## src/rtl/sipo_frame_controller_if.sv

```systemverilog
// Serial-in / parallel-out frame controller bus.
// Bit source and word consumer signals grouped for one port.
interface sipo_frame_controller_if #(
  parameter int WIDTH = 4
);
  logic             b;
  logic             bit_en;
  logic             sof;
  logic [WIDTH-1:0] out_data;
  logic             out_valid;
  logic             out_ready;
  logic             busy;
  logic             overrun;
  logic             parity_err;

  modport master (
    output b, bit_en, sof, out_ready,
    input  out_data, out_valid, busy,
    input  overrun, parity_err
  );

  modport slave (
    input  b, bit_en, sof, out_ready,
    output out_data, out_valid, busy,
    output overrun, parity_err
  );
endinterface

```

## src/rtl/sipo_frame_controller.sv

```systemverilog
// LSB-first frame assembler with a one-entry output holding register.
// Define PARITY_CHECK_EN to add a trailing even-parity bit per frame.
module sipo_frame_controller #(
  parameter int WIDTH = 4
) (
  input  logic                  clk,
  input  logic                  rst,
  sipo_frame_controller_if.slave bus
);

  localparam int CW = $clog2(WIDTH + 1);
  localparam logic [CW-1:0] LAST = CW'(WIDTH - 1);

  typedef enum logic [1:0] {
    IDLE,
    SHIFT
`ifdef PARITY_CHECK_EN
    , PARITY
`endif
  } state_t;

  state_t           state_q, state_d;
  logic [CW-1:0]    cnt_q, cnt_d;
  logic [WIDTH-1:0] sr_q, sr_d;
  logic [WIDTH-1:0] data_q, data_d;
  logic             valid_q, valid_d;
  logic             ovr_q, ovr_d;
  logic             done;
  logic             accept;
  logic [WIDTH-1:0] word;
`ifdef PARITY_CHECK_EN
  logic             perr_q, perr_d;
  logic             perr_w;
`endif

  always_comb begin
    state_d = state_q;
    cnt_d   = cnt_q;
    sr_d    = sr_q;
    done    = 1'b0;
    word    = sr_q;
`ifdef PARITY_CHECK_EN
    perr_w  = 1'b0;
`endif
    unique case (state_q)
      IDLE: begin
        if (bus.bit_en && bus.sof) begin
          sr_d    = {bus.b, {(WIDTH-1){1'b0}}};
          cnt_d   = CW'(1);
          state_d = SHIFT;
        end
      end
      SHIFT: begin
        if (bus.bit_en && bus.sof) begin
          // sof mid-frame drops the partial word
          sr_d  = {bus.b, {(WIDTH-1){1'b0}}};
          cnt_d = CW'(1);
        end else if (bus.bit_en) begin
          sr_d  = {bus.b, sr_q[WIDTH-1:1]};
          cnt_d = cnt_q + CW'(1);
          if (cnt_q == LAST) begin
            cnt_d = '0;
`ifdef PARITY_CHECK_EN
            state_d = PARITY;
`else
            done    = 1'b1;
            word    = {bus.b, sr_q[WIDTH-1:1]};
            state_d = IDLE;
`endif
          end
        end
      end
`ifdef PARITY_CHECK_EN
      PARITY: begin
        if (bus.bit_en && bus.sof) begin
          sr_d    = {bus.b, {(WIDTH-1){1'b0}}};
          cnt_d   = CW'(1);
          state_d = SHIFT;
        end else if (bus.bit_en) begin
          done    = 1'b1;
          word    = sr_q;
          perr_w  = ^sr_q ^ bus.b;
          state_d = IDLE;
        end
      end
`endif
      default: state_d = IDLE;
    endcase
  end

  // A full holding register still accepts if it drains this cycle
  assign accept = done && (!valid_q || bus.out_ready);

  always_comb begin
    data_d  = data_q;
    valid_d = valid_q;
    ovr_d   = done && !accept;
    if (accept) begin
      data_d  = word;
      valid_d = 1'b1;
    end else if (valid_q && bus.out_ready) begin
      valid_d = 1'b0;
    end
`ifdef PARITY_CHECK_EN
    perr_d = accept ? perr_w : perr_q;
`endif
  end

  always_ff @(posedge clk or posedge rst) begin
    if (rst) begin
      state_q <= IDLE;
      cnt_q   <= '0;
      sr_q    <= '0;
      data_q  <= '0;
      valid_q <= 1'b0;
      ovr_q   <= 1'b0;
`ifdef PARITY_CHECK_EN
      perr_q  <= 1'b0;
`endif
    end else begin
      state_q <= state_d;
      cnt_q   <= cnt_d;
      sr_q    <= sr_d;
      data_q  <= data_d;
      valid_q <= valid_d;
      ovr_q   <= ovr_d;
`ifdef PARITY_CHECK_EN
      perr_q  <= perr_d;
`endif
    end
  end

  assign bus.out_data  = data_q;
  assign bus.out_valid = valid_q;
  assign bus.overrun   = ovr_q;
  assign bus.busy      = (state_q != IDLE);
`ifdef PARITY_CHECK_EN
  assign bus.parity_err = perr_q;
`else
  assign bus.parity_err = 1'b0;
`endif

endmodule
```

## src/flat_wrapper.sv

```systemverilog
// flat-port wrapper written by rule: the top's interface ports become plain ports
module sipo_frame_controller_flat 
#(
  parameter int WIDTH = 4
)
  (clk, rst, bus_b, bus_bit_en, bus_sof, bus_out_ready, bus_out_data, bus_out_valid, bus_busy, bus_overrun, bus_parity_err);
  sipo_frame_controller_if #(.WIDTH(WIDTH)) bus_i ();
  input  logic clk;
  input  logic rst;
  input wire logic [$bits(bus_i.b)-1:0] bus_b;
  input wire logic [$bits(bus_i.bit_en)-1:0] bus_bit_en;
  input wire logic [$bits(bus_i.sof)-1:0] bus_sof;
  input wire logic [$bits(bus_i.out_ready)-1:0] bus_out_ready;
  output wire logic [$bits(bus_i.out_data)-1:0] bus_out_data;
  output wire logic [$bits(bus_i.out_valid)-1:0] bus_out_valid;
  output wire logic [$bits(bus_i.busy)-1:0] bus_busy;
  output wire logic [$bits(bus_i.overrun)-1:0] bus_overrun;
  output wire logic [$bits(bus_i.parity_err)-1:0] bus_parity_err;
  assign bus_i.b = bus_b;
  assign bus_i.bit_en = bus_bit_en;
  assign bus_i.sof = bus_sof;
  assign bus_i.out_ready = bus_out_ready;
  assign bus_out_data = bus_i.out_data;
  assign bus_out_valid = bus_i.out_valid;
  assign bus_busy = bus_i.busy;
  assign bus_overrun = bus_i.overrun;
  assign bus_parity_err = bus_i.parity_err;
  sipo_frame_controller #(.WIDTH(WIDTH)) u_core (.clk(clk), .rst(rst), .bus(bus_i));
endmodule
```

## config.mk

```make
export PLATFORM = sky130hd
export DESIGN_NAME = sipo_frame_controller_flat
export DESIGN_NICKNAME = d
export VERILOG_FILES = /design/src/rtl/sipo_frame_controller_if.sv /design/src/rtl/sipo_frame_controller.sv /design/src/flat_wrapper.sv
export SDC_FILE = /design/constraint.sdc
export NUM_CORES = 1
export LEC_CHECK = 0
export BUFFER_PORTS_ARGS = -buffer_cell sky130_fd_sc_hd__buf_2
export CORE_MARGIN = 4
export CORE_UTILIZATION = 40
export DETAILED_ROUTE_END_ITERATION = 12
export SYNTH_ARGS = -nofsm -noshare
export SYNTH_HDL_FRONTEND = slang
export SYNTH_SLANG_ARGS = --single-unit
```

## constraint.sdc

```tcl
create_clock -name clk -period 2.3 [get_ports clk]
set_clock_uncertainty 0.1 [all_clocks]
set_input_delay 0.115 -clock clk [delete_from_list [all_inputs] [get_ports clk]]
set_output_delay 0.115 -clock clk [all_outputs]
set_load 0.05 [all_outputs]
```

==> results of run 1 <==
==> synthesized netlist by cell type (2+ instances only) <==
master,n
a22o_1,3
nand2_1,2
mux2_4,4
inv_1,4
a21oi_1,2
nand3_1,2
nand2b_1,2
dfrtp_1,13
==> worst register-to-register path: stages, from the launching register on <==
cell and delay, ns:
dfrtp_1 0.48, and3b_1 0.29, and4_4 0.30, mux2_4 0.30
==> layout make-up <==
| cell class | instances | area share |
|---|---|---|
| Sequential cell | 13 | 0.468 |
| Multi-Input combinational cell | 27 | 0.315 |
| Timing Repair Buffer | 15 | 0.130 |
| Clock buffer | 4 | 0.0378 |
| Tap cell | 15 | 0.0270 |
| Inverter | 4 | 0.0216 |
==> flip-flops by register name (all words and copies together) (netlist names) <==
signal                count
u_core.bus.out_data       4
u_core.cnt_q              3
u_core.sr_q               3
u_core.bus.out_valid      1
u_core.bus.overrun        1
u_core.state_q            1
==> per-stage QoR <==
step	utilization	std cells	worst slack, ns	power [mW]
after floorplan	-	46	0.472	0.547
after global routing	0.521	78	0.609	0.776
after CTS	0.521	78	0.678	0.748
after global placement	0.478	71	0.766	0.602
after detailed placement	0.478	71	0.734	0.607
final	0.521	78	0.673	0.739
==> per-layer routing <==
layer	vias up	routed length, um	global-route usage
met4	0	0	0.0341
met5	-	0	0
met3	0	49	0.0356
li1	194	-	-
met2	8	460	0.179
met1	182	479	0.134
==> repair_timing <==
item	4_1_cts	5_1_grt
setup endpoints to repair	0	0
hold buffers	3	0
hold endpoints to repair	16	0
==> cell families after synthesis <==
family,Yosys count
adder cells (fa/ha/maj),1
multiplexers,5
other,1
AO/OA/AOI/OAI,11
AND/OR/NAND/NOR,9
flip-flops,13
buffers and inverters,6
==> cells in the final DEF (no fill, tap or decap) <==
master	count
o21ai_0	1
mux2_2	1
a22o_1	3
and4_4	1
o21a_1	1
clkbuf_4	3
nand2_1	2
o22ai_1	1
nand3_1	2
conb_1	1
a31o_2	1
inv_1	4
nor2_1	1
nand2b_1	2
and3b_1	1
clkbuf_1	1
dlygate4sd3_1	3
dfrtp_1	13
a21o_1	1
mux2_4	4
a31oi_1	1
buf_2	12
ha_1	1
a21oi_1	2
==> final timing paths <==
path                                   startpoint  cells after the start  slack (ns)                      to
setup / recovery                          bus_sof                      5        0.67  u_core.bus.out_data[0]
hold / removal                         bus_bit_en                      2        0.03         u_core.cnt_q[2]
setup reg to reg                u_core.state_q[0]                      3        0.73  u_core.bus.out_data[0]
hold reg to reg            u_core.bus.out_data[1]                      1        0.41  u_core.bus.out_data[1]
max in group asynchronous                     rst                      3        1.46    u_core.bus.out_valid
min in group asynchronous                     rst                      3        0.30      u_core.bus.overrun
==> power breakdown <==
part	internal, mW	switching [mW]	leakage, nW
clock	0.0670	0.0688	0.0150
sequential	0.280	0.0375	0.166
combinational	0.102	0.184	0.175
total	0.449	0.290	0.356
==> reports/results.ini, run 1 <==
[logic_synthesis]
synthXorXnorAreaFrac = 0
synthSimpleGateAreaFrac = 0.0931
synthMuxAreaShare = 0.123
synth_top_area_share = 0.563
yosys.area.top_type = dfrtp_1
syn_nets = 53
netlist_area_sq_um = 578
syn_area_per_cell_sq_um = 12.6
seq_area_frac_synth = 0.563
synth_fa_ha_area_frac = 0.0216
async_flop_share = 1.00
syn_inst = 46
ys_top_cells_by_area = dfrtp_1, mux2_4, a22o_1
synth-seq-cells = 13
synthDistinctLibCells = 22
synth_top_family_by_area = compound AO/OA/AOI/OAI gates
synth_compound_area_frac = 0.134
synth-edff-count = 0
yosys_warnings = 0
synth_flop_cell = dfrtp_1

[clock_tree]
cts_setup_buffers = 0
cts-resized-gates = 0
cts_buffer_depth = 2
htreeDepth = 1
path_clk_slew_ns = 0.08
cts_sinks = 13
clkLatencyLatePin_ns = 0.27
cts_buffers = 3
cts_tree = yes
root_buffer = clkbuf_4

[worst_setup_path]
crit_path_cell_trace = dlygate4sd3_1 -> buf_2 -> and3b_1 -> and4_4 -> mux2_4
path_buf_inv = 2
cp_max_fo = 6
required_ns = 2.36
cp_top_family = buffers and inverters
crit_slowest_cell = dlygate4sd3_1
critPathCaptureType = flip-flop
worst_setup_path_start_kind = input port
slowest_delay_ns = 0.53
path_class = input port to flip-flop
arrival_ns = 1.69

[sta]
fmax_ghz = 0.615
period_minus_slack_ns = 1.63
fin_setup_tns_ns = 0
finalHoldViolCount = 0
timing.hold.ws_ns = 0.0307
finalSetupViolCount = 0
rsz0062_at_grt = false
drv_slew = 0
fin_crit_sh = 0.707

[grt]
antenna_found_initial = 0
track_usage = 0.109
grt_max_degree = 14
grt_pass1_vias = 370
overflow = 0
grt_pass1_wl_um = 1590

[cells_and_area]
regArea_sq_um = 325
fin_nets = 71
syn_to_final_growth_pct = 20.1
drive_above_1_share = 0.349
diodes = 0
fillCellCount = 136
fin_area_sq_um = 694
multi_input_area_sq_um = 219

[power]
power.density_nw_per_um2 = 1060
vdd_ir_drop_max_mv = 0.434
p_leak_nw = 0.356

[floorplan]
floorplan.die_area_sq_um = 2120
boundaryPins = 14
core_sq_um = 1330
die_h_um = 46.0
num_rows = 13
die_w_um = 46.0
start_util = 0.433

[detailed_routing]
drtIter0Drc = 10
wirelength_um = 989
viasPerCell = 4.92
drtAntennaViolNets = 0
vias = 384
drc_errors = 0
drt_pass1_iterations = 4
post_drt_wl_per_cell_um = 12.7

[flow_run]
drv_cap = 0

[placement]
place_congestion = 0.676
portBuffers = 12
place_area_sq_um = 638
dp_hpwl_um = 757

[status]
status = complete, no violations

[min_path]
worstHoldPathType = input port to flip-flop

Power figures use the tool's default switching activity.
==> run 2, diff against run 1 <==
==> constraint.sdc (replaced) <==
create_clock -name clk -period 1.5 [get_ports clk]
set_clock_uncertainty 0.1 [all_clocks]
set_input_delay 0.075 -clock clk [delete_from_list [all_inputs] [get_ports clk]]
set_output_delay 0.075 -clock clk [all_outputs]
set_load 0.05 [all_outputs]
==> run 2 against run 1 <==
Against the previous run: power rose by 57%; sequential power is 51% higher; count of clock-buffer cells in the layout unchanged; largest power group unchanged; worst hold slack improved by 0.070 ns; core utilization increased by 3.5 points; combinational power grew 63%; via count rose by 4.2%; wire length increased by 1.9%; die area unchanged; final cell count grew 5.1%; cell area is 6.7% higher.
==> reports/results.ini, run 2 (same netlist as run 1, synthesis figures left out) <==
[grt]
grt_pass1_vias = 384  ; was 370
grt_max_degree = 14  ; unchanged
grt_pass1_wl_um = 1750  ; was 1590 um
track_usage = 0.123  ; was 0.109
overflow = 0  ; unchanged
antenna_found_initial = 0  ; unchanged

[clock_tree]
cts_setup_buffers = 0  ; unchanged
clkLatencyLatePin_ns = 0.27  ; about the same
cts_buffers = 3  ; unchanged
root_buffer = clkbuf_4  ; unchanged
cts_buffer_depth = 2  ; unchanged
path_clk_slew_ns = 0.08  ; about the same
cts_tree = yes  ; unchanged
cts_sinks = 13  ; unchanged
htreeDepth = 1  ; unchanged

[placement]
portBuffers = 12  ; unchanged
pre_cts_ws_ns = 0.109  ; was 0.734 ns
dp_hpwl_um = 733  ; was 757 um
place_congestion = 0.744  ; was 0.676

[power]
cell_internal_pwr_mw = 0.710  ; was 0.449 mW
p_comb_frac = 0.401  ; was 0.386
p_clk_frac = 0.185  ; was 0.184
swShare = 0.387  ; was 0.392
p_sw_mw = 0.449  ; was 0.290 mW
seqPwrFrac = 0.414  ; was 0.430
p_leak_nw = 0.383  ; was 0.356 nW
vdd_ir_drop_max_mv = 0.713  ; was 0.434 mV
finalPower_mw = 1.16  ; was 0.739 mW
power.density_nw_per_um2 = 1570  ; was 1060 nW/um^2

[cells_and_area]
syn_to_final_growth_pct = 28.1  ; was 20.1%
final_common_cell = dfrtp_1  ; unchanged
diodes = 0  ; unchanged
largest_reg_flops = 4  ; unchanged
drive_above_1_share = 0.388  ; was 0.349
mostFrequentLayoutCells = dfrtp_1, buf_2  ; was dfrtp_1, buf_2, inv_1, mux2_4
fin_nets = 75  ; was 71

[worst_setup_path]
required_ns = 1.57  ; was 2.36 ns
rr_endpoint = u_core.bus.out_data[1]  ; was u_core.bus.out_data[0]
path_buf_inv = 2  ; unchanged
arrival_ns = 1.50  ; was 1.69 ns
path_class = input port to flip-flop  ; unchanged
cp_top_family = buffers and inverters  ; unchanged
r2r_setup_slack_ns = 0.13  ; was 0.73 ns
worst_setup_path_start_kind = input port  ; unchanged
critPathCaptureType = flip-flop  ; unchanged
slowest_delay_ns = 0.53  ; about the same
rr_worst_depth = 3  ; unchanged
cp_max_fo = 8  ; was 6
reg2reg_from = u_core.cnt_q[0]  ; was u_core.state_q[0]
crit_slowest_cell = dlygate4sd3_1  ; unchanged
crit_path_cell_trace = dlygate4sd3_1 -> buf_4 -> and3b_1 -> and4_4 -> mux2_4  ; was dlygate4sd3_1 -> buf_2 -> and3b_1 -> and4_4 -> mux2_4

[floorplan]
die_h_um = 46.0  ; unchanged
start_util = 0.433  ; unchanged
core_sq_um = 1330  ; unchanged
floorplan.die_area_sq_um = 2120  ; unchanged
num_rows = 13  ; unchanged
die_w_um = 46.0  ; unchanged
boundaryPins = 14  ; unchanged

[detailed_routing]
post_drt_wl_per_cell_um = 12.3  ; was 12.7 um
wirelength_um = 1010  ; was 989 um
drc_errors = 0  ; unchanged
drtAntennaViolNets = 0  ; unchanged
drtIter0Drc = 4  ; was 10
vias = 400  ; was 384
drt_pass1_iterations = 2  ; was 4
viasPerCell = 4.88  ; was 4.92

[flow_run]
drv_cap = 0  ; unchanged

[min_path]
hold_path_end = u_core.sr_q[1]  ; was u_core.cnt_q[2]
min_path_cells = 2  ; unchanged
min_from = bus_sof  ; was bus_bit_en
worstHoldPathType = input port to flip-flop  ; unchanged

[sta]
layout_setup_ws_ns = 0.0689  ; was 0.673 ns
fmax_ghz = 0.699
timing.hold.ws_ns = 0.101  ; was 0.0307 ns
fin_crit_sh = 0.954
finalHoldViolCount = 0  ; unchanged
period_minus_slack_ns = 1.43
rsz0062_at_grt = false  ; unchanged
finalSetupViolCount = 0  ; unchanged
drv_slew = 0  ; unchanged

[status]
status = complete, no violations  ; unchanged

run 2: cell count changes in the layout (fill, tap and decap cells not counted):
cell and change:
dlymetal6s4s_1 +1, buf_2 -2, buf_4 +4, ha_2 +1, dfrtp_1 -1, ha_1 -1
dlygate4sd3_1 +1, dfrtp_2 +1
run 2: worst max path at each step:
stage | start | end | slack [ns] | cells after the start
floorplan | u_core.state_q[0] | u_core.bus.out_data[0] | -0.14 | 4
global route | bus_bit_en | u_core.bus.out_data[0] | 0.02 | 5
finish | bus_bit_en | u_core.bus.out_data[1] | 0.07 | 5
detailed placement | u_core.cnt_q[0] | u_core.bus.out_data[3] | 0.11 | 3
global placement | u_core.cnt_q[0] | u_core.bus.out_data[0] | 0.12 | 3
CTS | bus_sof | u_core.bus.out_data[1] | 0.007 | 5
run 2: metrics by stage:
stage	instance area, sq um	setup TNS (ns)	util	std cells
after floorplan	579	-0.579	-	46
after global placement	662	0	0.496	74
after detailed placement	662	0	0.496	74
after CTS	738	0	0.553	83
after global routing	741	0	0.555	82
final	741	0	0.555	82
run 2: layout make-up:
cell class | count | area [sq um]
Sequential cell | 13 | 327
Tap cell | 15 | 18.8
Multi-Input combinational cell | 27 | 221
Timing Repair Buffer | 19 | 133
Inverter | 4 | 15.0
Clock buffer | 4 | 26.3
Fill cell | 120 | 593
run 2: what timing repair did:
item,in CTS,in global routing
hold buffers,5,0
resized for setup,0,4
hold endpoints to repair,18,0
setup endpoints to repair,0,4
run 2: per-layer routing:
metal / track usage / up-vias / wire [um]
met2: 0.179 / 9 / 456
met5: 0 / - / 0
met4: 0.0511 / 0 / 15
met1: 0.153 / 187 / 474
li1: - / 202 / -
met3: 0.0593 / 2 / 62
run 2: power groups by stage:
stage | registers (mW) | logic (mW) | clock network [mW]
2_1_floorplan | 0.671 | 0.169 | 0
3_3_place_gp | 0.488 | 0.455 | 0
3_5_place_dp | 0.488 | 0.457 | 0
4_1_cts | 0.480 | 0.468 | 0.223
5_1_grt | 0.494 | 0.501 | 0.245
6_report | 0.480 | 0.465 | 0.214
==> run 3, diff against run 2 <==
==> constraint.sdc (replaced) <==
create_clock -name clk -period 1.4 [get_ports clk]
set_clock_uncertainty 0.1 [all_clocks]
set_input_delay 0.07 -clock clk [delete_from_list [all_inputs] [get_ports clk]]
set_output_delay 0.07 -clock clk [all_outputs]
set_load 0.05 [all_outputs]
==> run 3 against run 2 <==
Against the previous run: global-route usage increased by 0.61 points; worst hold slack got worse by 0.074 ns; power increased by 11%; final cell count increased by 6.1%; first-iteration DRC count increased by 50%; clock power increased by 14%; combinational power increased by 13%; sequential power increased by 6.7%; setup slack got worse by 0.034 ns; critical endpoint is now u_core.bus.out_data[0]; highest routed layer unchanged.
==> reports/results.ini, run 3 (same netlist as run 1, synthesis figures left out) <==
[status]
status = complete, no violations  ; unchanged

[worst_setup_path]
crit_path_cell_trace = ha_2 -> and4_4 -> mux2_4  ; was dlygate4sd3_1 -> buf_4 -> and3b_1 -> and4_4 -> mux2_4
worst_setup_path_start_kind = flip-flop  ; was input port
reg2reg_from = u_core.cnt_q[1]  ; was u_core.cnt_q[0]
rr_worst_depth = 3  ; unchanged
path_class = flip-flop to flip-flop  ; was input port to flip-flop
slowest_delay_ns = 0.36  ; was 0.53 ns
path_buf_inv = 0  ; was 2
cp_top_family = flip-flops  ; was buffers and inverters
r2r_setup_slack_ns = 0.04  ; was 0.13 ns
critPathCaptureType = flip-flop  ; unchanged
rr_endpoint = u_core.bus.out_data[0]  ; was u_core.bus.out_data[1]
required_ns = 1.47  ; was 1.57 ns
cp_max_fo = 5  ; was 8
arrival_ns = 1.44  ; was 1.50 ns
crit_slowest_cell = dfrtp_1  ; was dlygate4sd3_1

[detailed_routing]
wirelength_um = 1090  ; was 1010 um
drtAntennaViolNets = 0  ; unchanged
viasPerCell = 4.80  ; was 4.88
drt_pass1_iterations = 4  ; was 2
vias = 418  ; was 400
drtIter0Drc = 6  ; was 4
drc_errors = 0  ; unchanged
post_drt_wl_per_cell_um = 12.6  ; was 12.3 um

[min_path]
hold_path_end = u_core.state_q[0]  ; was u_core.sr_q[1]
min_from = bus_bit_en  ; was bus_sof
min_path_cells = 3  ; was 2
worstHoldPathType = input port to flip-flop  ; unchanged

[floorplan]
floorplan.die_area_sq_um = 2120  ; unchanged
start_util = 0.433  ; unchanged
num_rows = 13  ; unchanged
boundaryPins = 14  ; unchanged
die_w_um = 46.0  ; unchanged
die_h_um = 46.0  ; unchanged
core_sq_um = 1330  ; unchanged

[sta]
rsz0062_at_grt = true  ; was false
finalSetupViolCount = 0  ; unchanged
finalHoldViolCount = 0  ; unchanged
timing.hold.ws_ns = 0.0268  ; was 0.101 ns
fin_crit_sh = 0.975
drv_slew = 0  ; unchanged
fmax_ghz = 0.733
period_minus_slack_ns = 1.36

[clock_tree]
cts_sinks = 13  ; unchanged
cts_tree = yes  ; unchanged
path_clk_slew_ns = 0.09  ; was 0.08 ns
root_buffer = clkbuf_4  ; unchanged
clkLatencyLatePin_ns = 0.29  ; was 0.27 ns
cts_buffer_depth = 2  ; unchanged
cts_buffers = 3  ; unchanged
htreeDepth = 1  ; unchanged

[grt]
grt_max_degree = 14  ; unchanged
overflow = 0  ; unchanged
track_usage = 0.129  ; was 0.123
grt_pass1_wl_um = 1830  ; was 1750 um
grt_pass1_vias = 416  ; was 384
antenna_found_initial = 0  ; unchanged

[power]
power.density_nw_per_um2 = 1650  ; was 1570 nW/um^2
p_leak_nw = 0.397  ; was 0.383 nW
vdd_ir_drop_max_mv = 0.848  ; was 0.713 mV
finalPower_mw = 1.28  ; was 1.16 mW

[placement]
portBuffers = 12  ; unchanged
place_congestion = 0.692  ; was 0.744
dp_hpwl_um = 744  ; was 733 um

[cells_and_area]
mostFrequentLayoutCells = buf_2, dfrtp_1, dlygate4sd3_1, buf_4  ; was dfrtp_1, buf_2
largest_reg_flops = 4  ; unchanged
fin_nets = 80  ; was 75
syn_to_final_growth_pct = 34.0  ; was 28.1%
fillCellCount = 129  ; was 120
final_core_util = 0.581  ; was 0.555
drive_above_1_share = 0.431  ; was 0.388
diodes = 0  ; unchanged

[flow_run]
drv_cap = 0  ; unchanged

-- run 3: cell count changes in the layout (fill, tap and decap cells not counted), sizes merged --
cell	previous run	this run
dlymetal6s4s	1	0
buf	14	18
clkinv	0	1
clkbuf	4	3
dlygate4sd3	4	6
-- run 3: how the worst max path moves through the flow --
stage | startpoint | end | slack, ns | cells past startpoint
2_1_floorplan | u_core.state_q[0] | u_core.bus.out_data[0] | -0.24 | 4
3_3_place_gp | u_core.cnt_q[0] | u_core.bus.out_data[3] | 0.01 | 3
3_5_place_dp | u_core.cnt_q[0] | u_core.bus.out_data[2] | 0.007 | 3
4_1_cts | u_core.cnt_q[0] | u_core.bus.out_data[2] | 0.004 | 3
5_1_grt | u_core.cnt_q[0] | u_core.bus.out_data[0] | -0.01 | 3
6_report | u_core.cnt_q[1] | u_core.bus.out_data[0] | 0.04 | 3
-- run 3: cell type report --
| type | instances | area, sq um | area share |
|---|---|---|---|
| Timing Repair Buffer | 24 | 165 | 0.213 |
| Inverter | 4 | 15.0 | 0.0194 |
| Clock inverter | 1 | 5.00 | 0.00646 |
| Tap cell | 15 | 18.8 | 0.0242 |
| Sequential cell | 13 | 327 | 0.422 |
| Clock buffer | 3 | 22.5 | 0.0291 |
| Multi-Input combinational cell | 27 | 221 | 0.286 |
-- run 3: timing repair --
item / 4_1_cts / 5_1_grt
setup buffers: 0 / 1
hold buffers: 6 / 0
hold endpoints to repair: 19 / 0
endpoints found under the setup margin: 0 / 4
resized for setup: 0 / 1
-- run 3: metrics by stage --
stage	area, sq um	instances	TNS [ns]	setup WS, ns
4_1_cts	764	86	0	0.00416
3_5_place_dp	677	76	0	0.00674
2_1_floorplan	579	46	-1.00	-0.245
6_report	774	87	0	0.0353
5_1_grt	774	87	-0.0296	-0.0128
3_3_place_gp	677	76	0	0.0120
-- run 3: report_power, final --
group | total [mW] | switching [mW] | internal [mW]
Sequential | 0.512 | 0.0499 | 0.462
Combinational | 0.526 | 0.318 | 0.207
Clock | 0.244 | 0.138 | 0.106
Total | 1.28 | 0.506 | 0.776
-- run 3: per-layer routing --
metal / vias up / track usage / routed length, um
li1: 210 / - / -
met3: 6 / 0.0474 / 53
met2: 8 / 0.190 / 476
met5: - / 0 / 0
met4: 0 / 0.0852 / 31
met1: 194 / 0.155 / 531
-- run 3: worst register-to-register path, delay by kind of cell, from the launching register on --
kind                     cells  cell delay (ns)
AND/OR/NAND/NOR              1             0.27
adder cells (fa/ha/maj)      1             0.22
multiplexers                 1             0.30
flip-flops                   1             0.36
